`config.mk`:
```
export PLATFORM = sky130hd
export DESIGN_NAME = i_cache_nway
export DESIGN_NICKNAME = d
export VERILOG_FILES = /design/src/rtl/i_cache_nway.sv
export SDC_FILE = /design/constraint.sdc
export NUM_CORES = 1
export LEC_CHECK = 0
export ABC_AREA = 1
export CORE_UTILIZATION = 33
export CTS_BUF_LIST = sky130_fd_sc_hd__clkbuf_8
export DETAILED_ROUTE_END_ITERATION = 7
export PLACE_DENSITY_LB_ADDON = 0.12
export SETUP_SLACK_MARGIN = 0.3
export SLEW_MARGIN = 20
export SYNTH_ARGS = -nofsm -noshare
export SYNTH_HDL_FRONTEND = slang
export SYNTH_SLANG_ARGS = --single-unit
export TNS_END_PERCENT = 100
```
`constraint.sdc`:
```
create_clock -name clk -period 10 [get_ports clk]
set_clock_uncertainty 0.2 [all_clocks]
set_input_delay 1.5 -clock clk [delete_from_list [all_inputs] [get_ports clk]]
set_output_delay 1.5 -clock clk [all_outputs]
set_load 0.005 [all_outputs]
```
`src/rtl/i_cache_nway.sv`:
```
// i_cache_nway: N-way set-associative instruction cache with true-LRU, flush and ready/valid line fill
module i_cache_nway #(
    parameter int WORD_W     = 16,
    parameter int LINE_WORDS = 4,
    parameter int SETS       = 2,
    parameter int WAYS       = 2
) (
    input  logic                         clk,
    input  logic                         reset,
    input  logic [WORD_W-1:0]            pc,
    input  logic                         fetch_req,
    output logic                         hit,
    output logic [WORD_W-1:0]            inst,
    output logic                         busy,
    output logic                         mem_read,
    output logic [WORD_W-1:0]            mem_addr,
    input  logic                         mem_ready,
    input  logic [WORD_W*LINE_WORDS-1:0] mem_data,
    input  logic                         flush,
    output logic [15:0]                  miss_count
);
    localparam int OFF_W  = $clog2(LINE_WORDS);
    localparam int IDX_W  = $clog2(SETS);
    localparam int TAG_W  = WORD_W - IDX_W - OFF_W;
    localparam int AGE_W  = WAYS > 1 ? $clog2(WAYS) : 1;
    localparam int IW     = IDX_W > 0 ? IDX_W : 1;
    localparam int LINE_W = WORD_W * LINE_WORDS;

    typedef enum logic [1:0] {IDLE, REQ, FILL} state_t;

    state_t              state_q;
    logic [WAYS-1:0]     valid_q [SETS];
    logic [AGE_W-1:0]    age_q   [SETS][WAYS];
    logic [TAG_W-1:0]    tag_q   [SETS][WAYS];
    logic [LINE_W-1:0]   data_q  [SETS][WAYS];
    logic [LINE_W-1:0]   line_q;
    logic [TAG_W-1:0]    ftag_q;
    logic [IW-1:0]       fidx_q;
    logic                flush_pend_q;
    logic                mem_read_q;
    logic                busy_q;
    logic [WORD_W-1:0]   mem_addr_q;
    logic [15:0]         miss_q;

    logic [TAG_W-1:0]    tag;
    logic [IW-1:0]       idx;
    logic [OFF_W-1:0]    off;
    logic [WAYS-1:0]     match;
    logic [AGE_W-1:0]    hit_way;
    logic [AGE_W-1:0]    victim;
    logic [AGE_W-1:0]    touch_way;
    logic [IW-1:0]       touch_set;
    logic                touch_en;
    logic                idle;
    logic                miss;
    logic [LINE_W-1:0]   hit_line;
    logic [AGE_W-1:0]    age_d [WAYS];

    assign tag = pc[WORD_W-1 -: TAG_W];
    assign off = pc[OFF_W-1:0];

    generate
        if (IDX_W > 0) begin : g_idx
            assign idx = pc[OFF_W +: IW];
        end else begin : g_one_set
            assign idx = '0;
        end
    endgenerate

    always_comb begin
        match   = '0;
        hit_way = '0;
        for (int w = 0; w < WAYS; w++) begin
            match[w] = valid_q[idx][w] && tag_q[idx][w] == tag;
            if (match[w]) hit_way = AGE_W'(w);
        end
    end

    assign idle     = state_q == IDLE;
    assign hit      = fetch_req && idle && !flush && |match;
    assign miss     = fetch_req && idle && !flush && !(|match);
    assign hit_line = data_q[idx][hit_way];
    assign inst     = hit ? hit_line[(LINE_WORDS-1-int'(off))*WORD_W +: WORD_W] : '0;

    // Lowest invalid way wins over the LRU way, so scan it last in descending order
    always_comb begin
        victim = '0;
        for (int w = 0; w < WAYS; w++)
            if (age_q[fidx_q][w] == AGE_W'(WAYS-1)) victim = AGE_W'(w);
        for (int w = WAYS-1; w >= 0; w--)
            if (!valid_q[fidx_q][w]) victim = AGE_W'(w);
    end

    assign touch_en  = hit || state_q == FILL;
    assign touch_set = state_q == FILL ? fidx_q : idx;
    assign touch_way = state_q == FILL ? victim : hit_way;

    always_comb begin
        for (int w = 0; w < WAYS; w++)
            age_d[w] = AGE_W'(w) == touch_way ? '0 :
                       age_q[touch_set][w] < age_q[touch_set][touch_way] ? age_q[touch_set][w] + 1'b1 :
                       age_q[touch_set][w];
    end

    always_ff @(posedge clk or posedge reset) begin
        if (reset) begin
            state_q      <= IDLE;
            flush_pend_q <= 1'b0;
            mem_read_q   <= 1'b0;
            busy_q       <= 1'b0;
            mem_addr_q   <= '0;
            miss_q       <= '0;
            for (int s = 0; s < SETS; s++) begin
                valid_q[s] <= '0;
                for (int w = 0; w < WAYS; w++) age_q[s][w] <= AGE_W'(w);
            end
        end else begin
            if (touch_en)
                for (int w = 0; w < WAYS; w++) age_q[touch_set][w] <= age_d[w];
            case (state_q)
                IDLE: begin
                    if (flush) begin
                        for (int s = 0; s < SETS; s++) valid_q[s] <= '0;
                    end else if (miss) begin
                        state_q    <= REQ;
                        mem_read_q <= 1'b1;
                        busy_q     <= 1'b1;
                        mem_addr_q <= {pc[WORD_W-1:OFF_W], {OFF_W{1'b0}}};
                        miss_q     <= miss_q + {15'b0, miss_q != 16'hFFFF};
                    end
                end
                REQ: begin
                    if (flush) flush_pend_q <= 1'b1;
                    if (mem_ready) begin
                        state_q    <= FILL;
                        mem_read_q <= 1'b0;
                        mem_addr_q <= '0;
                    end
                end
                FILL: begin
                    if (flush || flush_pend_q) begin
                        for (int s = 0; s < SETS; s++) valid_q[s] <= '0;
                    end else begin
                        valid_q[fidx_q][victim] <= 1'b1;
                    end
                    state_q      <= IDLE;
                    busy_q       <= 1'b0;
                    flush_pend_q <= 1'b0;
                end
                default: state_q <= IDLE;
            endcase
        end
    end

    always_ff @(posedge clk) begin
        if (state_q == IDLE) begin
            ftag_q <= tag;
            fidx_q <= idx;
        end
        if (state_q == REQ && mem_ready) line_q <= mem_data;
        if (state_q == FILL) begin
            tag_q[fidx_q][victim]  <= ftag_q;
            data_q[fidx_q][victim] <= line_q;
        end
    end

    always @(posedge clk)
        if (!reset && idle) assert ($onehot0(match));

    assign busy       = busy_q;
    assign mem_read   = mem_read_q;
    assign mem_addr   = mem_addr_q;
    assign miss_count = miss_q;
endmodule

```
Word-level counts from Yosys, hierarchy flattened
Memories as Yosys holds them, arrays and structs flattened.
Cells that the tools add are included.
Cells by class
  add/subtract/negate cells: 4
  magnitude comparators: 13
  eq/ne operators: 10
  shift-type cells: 1
  mux-type cells: 64
  bitwise gates (word level): 8
  reduce and logical (&&, ||, !) cells: 26
Operator list (count)
  $mux 64: 4
  $mux 128: 1
  $demux 64 s1: 1
  $mux 16: 4
  $shiftx 64x7->16: 1
  $pmux 16 s2: 1
  $mux 2: 14
  $eq 13x13->1: 2
  $mux 26: 1
  $mux 1: 23
  $add 16x1->16: 1
  $ne 16x16->1 const B: 1
  $demux 13 s1: 1
  $mux 13: 1
  $ge 2x2->1 const B: 6
  $not 1->2: 6
  $logic_and 1x1->1: 11
  $reduce_and 3->1: 3
  $bwmux 4: 2
  $mux 4: 2
  $ne 2x2->1 const B: 4
  $pmux 4 s2: 1
  $demux 2 s1: 3
  $lt 2x1->1 const B: 3
  other kinds (20): 29
Storage, ports and cells
  register bits after elaboration: 123
  memory bits (writable): 308
  bits of input ports: 85
  memories: 2
Memory list
  data_q: words 2, width 128, read ports 1, clocked after Yosys merged registers in 0, write ports 1, RTL line 35  | logic [LINE_W-1:0] data_q [SETS][WAYS];
  tag_q: words 2, width 26, read ports 1, clocked after Yosys merged registers in 0, write ports 1, RTL line 34  | logic [TAG_W-1:0] tag_q [SETS][WAYS];

Logic depth before layout (Yosys ltp)
  depth in word-level cells: 17
  gate-level depth with buffers: 18
  mapped depth without buffers: 15

Least setup slack after synthesis
OpenSTA, ideal clock, no wires.
  path type: register to register
  start: reg state_q[0]
  end: reg age_q[3] (netlist name)
  library setup time: 66 ps
  arrival: 6747 ps
  path slack: 2987 ps
  stages on the path, launching flop included: 8
  buffers on the path: 0
  clock period less this slack: 7013 ps
  cells stage by stage: dfrtp_1 -> nor2_1 -> inv_1 -> nor3_1 -> nor2_1 -> a21oi_1 -> nand3_1 -> nand2_1
Between the ends
  cells in the longest elaborated chain, start to end: 14
  elaborated cells between the ends (all ways): 32
  classes of those cells: add/sub: 2; order compare: 4; eq/ne: 1; mux: 17; bitwise: 2; reduce/logical: 6
RTL lines
  from (decl): RTL line 31  | state_t state_q;
  from (signal assigned): RTL line 107  | state_q <= IDLE;
  from (signal assigned): RTL line 125  | state_q <= REQ;
  from (signal assigned): RTL line 135  | state_q <= FILL;
  $eq 2x2->1: RTL line 94, 95, 96
  $mux 1: RTL line 95  | assign touch_set = state_q == FILL ? fidx_q : idx;
  $not 1->2 (not written as such): RTL line 101, 102, 119
  $mux 2 (not written as such) (3 in series): RTL line 101, 102
  $mux 1 (not written as such) (3 in series): RTL line 101  | age_q[touch_set][w] < age_q[touch_set][touch_way] ? age_q[touch_set][w] + 1'b1 :
  $lt 1x1->1: RTL line 101
  $mux 1: RTL line 101
  $mux 1: RTL line 100  | age_d[w] = AGE_W'(w) == touch_way ? '0 :
  $bwmux 4 (2 in series): RTL line 119  | for (int w = 0; w < WAYS; w++) age_q[touch_set][w] <= age_d[w];
Several ways; a longest one is shown, not always the timed one. The select of a mux whose other input is x is not followed.
A chain may end at the register's enable or synchronous reset.

Final worst setup path
  start: in pc[2]
  end: out inst[2]
Between the ends
  cells in the longest elaborated chain, start to end: 12
  elaborated cells between the ends (all ways): 19
  classes of those cells: eq/ne: 2; shift: 1; mux: 8; bitwise: 2; reduce/logical: 4; memory: 2
RTL lines
  from (decl): RTL line 10  | input logic [WORD_W-1:0] pc,
  branches (longest 11 deep; another with $mem_v2 2x26)
  $mux 16 (*): RTL line 83  | assign inst = hit ? hit_line[(LINE_WORDS-1-int'(off))*WORD_W +: WORD_W] : '0;
  to (decl): RTL line 13  | output logic [WORD_W-1:0] inst,
Mark *: on every way between the ends. The select of a mux whose other input is x is not followed.

==> results_dict.tcl <==
set metrics [dict create \
    numCtsBuffers 77 \
    critPathKind "in2out" \
    yosysMostFrequentCell "edfxtp_1" \
    synth_commonest_cells "edfxtp_1 (386), nand2_1 (271), nor2_1 (179)" \
    dr.pass1.iters 7 \
    core_area_sq_mm 0.0517 \
    clock_sinks 429 \
    wl_um 42500 \
    whs_ps 278 \
    p_leak_nw 7.87 \
    rsz0062_at_grt "false" \
    final_antenna_net_count 0 \
    fp.dieArea_sq_mm 0.0536 \
    period_share_pct 72.3 \
    initialDrtViolationCount 754 \
    tns_ps 0 \
    clkLatencyLatePin_ps 640 \
    required_ps 8300 \
    cts_max_level 3 \
    slew_headroom_pct 31.7 \
    wl_per_cell_um 18.8 \
    ctsHoldBuffers 0 \
    regArea_sq_mm 0.0127 \
    layout-drive-gt1-share_pct 9.29 \
    cts_tree "yes" \
    drc 0 \
    netlist_instances 1354 \
    place_hpwl_um 25400 \
    setup_viol 0 \
    ys_seq_area_share_pct 72.9 \
    n_fill_cell 5033 \
    max_slew.worst_pin.slew_ps 1030 \
    power.total_mw 3.98 \
    diodes 0 \
    track_usage_pct 16.3 \
    max_freq_ghz 0.138 \
    async_flop_share_pct 10.0 \
    mappedNetlistArea_sq_mm 0.0174 \
    nets 1612 \
    hold_class "reg2reg" \
    synth_top_area_share_pct 66.7 \
    critPathMaxFanout 82 \
    ys.flop_type "edfxtp_1" \
    cts_resized 0 \
    clockBufferDepth 3 \
    grt_pass1_vias 10843 \
    start_util_pct 33.6 \
    root_buffer "clkbuf_8" \
    via_count 10656 \
    via_per_inst 4.71 \
    start_kind "input port" \
    p_per_area_mw_per_mm2 192 \
    postCtsSetupRepairBufs 0 \
    yosysWarnings 0 \
    grt_start_max_net_pins 83 \
    gp_congestion 0.785 \
    hold_viol 0 \
    grt_pass1_wl_um 65200 \
    arrival_ps 5530 \
    synth-seq-cells 429 \
    row_count 83 \
    maxCapViolCount 0 \
    path_clk_slew_ps 50 \
    die_y_um 232 \
    min_period_ps 7230 \
    io_buffers 133 \
    synth_cell_types 40 \
    ir_drop_uv 85.5 \
    cp-end-kind "output pin" \
    synthToLayoutAreaGrowth_pct 19.5 \
    yosysTopAreaCell "edfxtp_1" \
    synth_edf_count 386 \
    die_w_um 232 \
    synth_area_leaders "edfxtp_1 (67%), dfrtp_1 (5.9%), nand2_1 (5.9%), mux2i_1 (5.5%), nand3_1 (4.2%)" \
    io_pins 136 \
    slew_viol_final 0 \
    syn-mean-instance-area_sq_um 12.8 \
    grt_overflow_total 0 \
    utilization_pct 40.2 \
    status "finished clean" \
    multi_input_area_sq_mm 0.00418 \
    antenna_found_initial 0 \
]
layout make-up:
type | instances | area share (%)
flip-flops and latches | 429 | 61.0
clock buffers | 83 | 5.50
clock inverters | 54 | 1.10
multi-input cells | 810 | 20.1
repair buffers | 150 | 7.09
well taps | 680 | 4.10
inverters | 57 | 1.07
report_power, final:
| part | leakage (nW) | switching, mW | internal, mW |
|---|---|---|---|
| registers | 4.05 | 0.0653 | 2.08 |
| clock network | 0.810 | 0.703 | 0.761 |
| logic | 3.01 | 0.210 | 0.165 |
| total | 7.87 | 0.978 | 3.00 |
state kept, by name, summed over array words and instances, names as in the netlist, 2 cells and up:
| register | cells |
|---|---|
| ftag_q | 13 |
| age_q | 4 |
| mem_addr | 14 |
| tag_q | 52 |
| line_q | 64 |
| state_q | 2 |
| data_q | 256 |
| miss_count | 16 |
| valid_q | 4 |
kinds of logic after synthesis:
logic type | share of synthesized area [%]
mux | 5.53
other cells | 0.0216
simple gates | 15.6
compound gates | 1.99
fa+ha+maj | 0.144
buf+inv | 3.27
xor+xnor | 0.605
flops | 72.9
cell usage in the layout (no fill, tap or decap), types with 2 or more instances in the layout:
| master | n |
|---|---|
| nor2_1 | 176 |
| o21ai_2 | 9 |
| clkdlybuf4s50_1 | 132 |
| o211ai_1 | 2 |
| conb_1 | 2 |
| xor2_1 | 12 |
| clkinv_2 | 4 |
| a21oi_1 | 7 |
| nor3_1 | 6 |
| buf_4 | 16 |
| clkinvlp_4 | 2 |
| dfrtp_1 | 41 |
| nand3_1 | 147 |
| clkbuf_8 | 83 |
| nand2_4 | 3 |
| or2_1 | 2 |
| edfxtp_1 | 386 |
| nand2_1 | 271 |
| clkinv_1 | 17 |
| ha_1 | 2 |
| o21ai_1 | 24 |
| mux2i_1 | 96 |
| nand2_2 | 13 |
| o21ai_0 | 18 |
| nor2_4 | 5 |
| dfstp_2 | 2 |
| inv_1 | 85 |
| nand4_1 | 4 |
routing by layer:
layer	wire length [um]	vias to the layer above	global-route usage (%)
met1	18900	5194	21.6
met5	0	-	0
met3	2270	81	3.49
met2	20400	293	26.6
li1	-	5088	-
met4	974	0	5.28
final timing paths:
kind                                         from                        to  slack, ps  cells after the start
max                                         pc[2]                   inst[2]       2770                     15
min                          age_q[3]$_DFFE_PP0P_      age_q[3]$_DFFE_PP0P_        280                      2
max reg2reg                valid_q[3]$_DFFE_PP0P_  mem_addr[11]$_DFFE_PP0P_       6890                     12
min reg2reg                  age_q[3]$_DFFE_PP0P_      age_q[3]$_DFFE_PP0P_        280                      2
max in group asynchronous                   reset      age_q[1]$_DFFE_PP0P_       8060                      3
min in group asynchronous                   reset   mem_addr[9]$_DFFE_PP0P_       1140                      3
worst max-delay path: stages:
cell and delay (ps):
buf_6 490, buf_4 740, nand2_1 150, nand3_1 120, nand2_1 50, nor2_1 80, nand2_1 90, nor2_4 140
nand2_4 510, nand2_2 300, nand2_2 110, clkinv_4 160, nand2_1 70, nor2_1 290, clkdlybuf4s50_1 580
through the flow:
stage	cell area [sq um]	instances	setup slack [ps]
3_5_place_dp	19400	2126	2730
6_report	20800	2263	2770
4_1_cts	20800	2263	2730
2_1_floorplan	17400	1355	2990
5_1_grt	20800	2263	2400
3_3_place_gp	19400	2125	2750
Power figures use the tool's default switching activity.
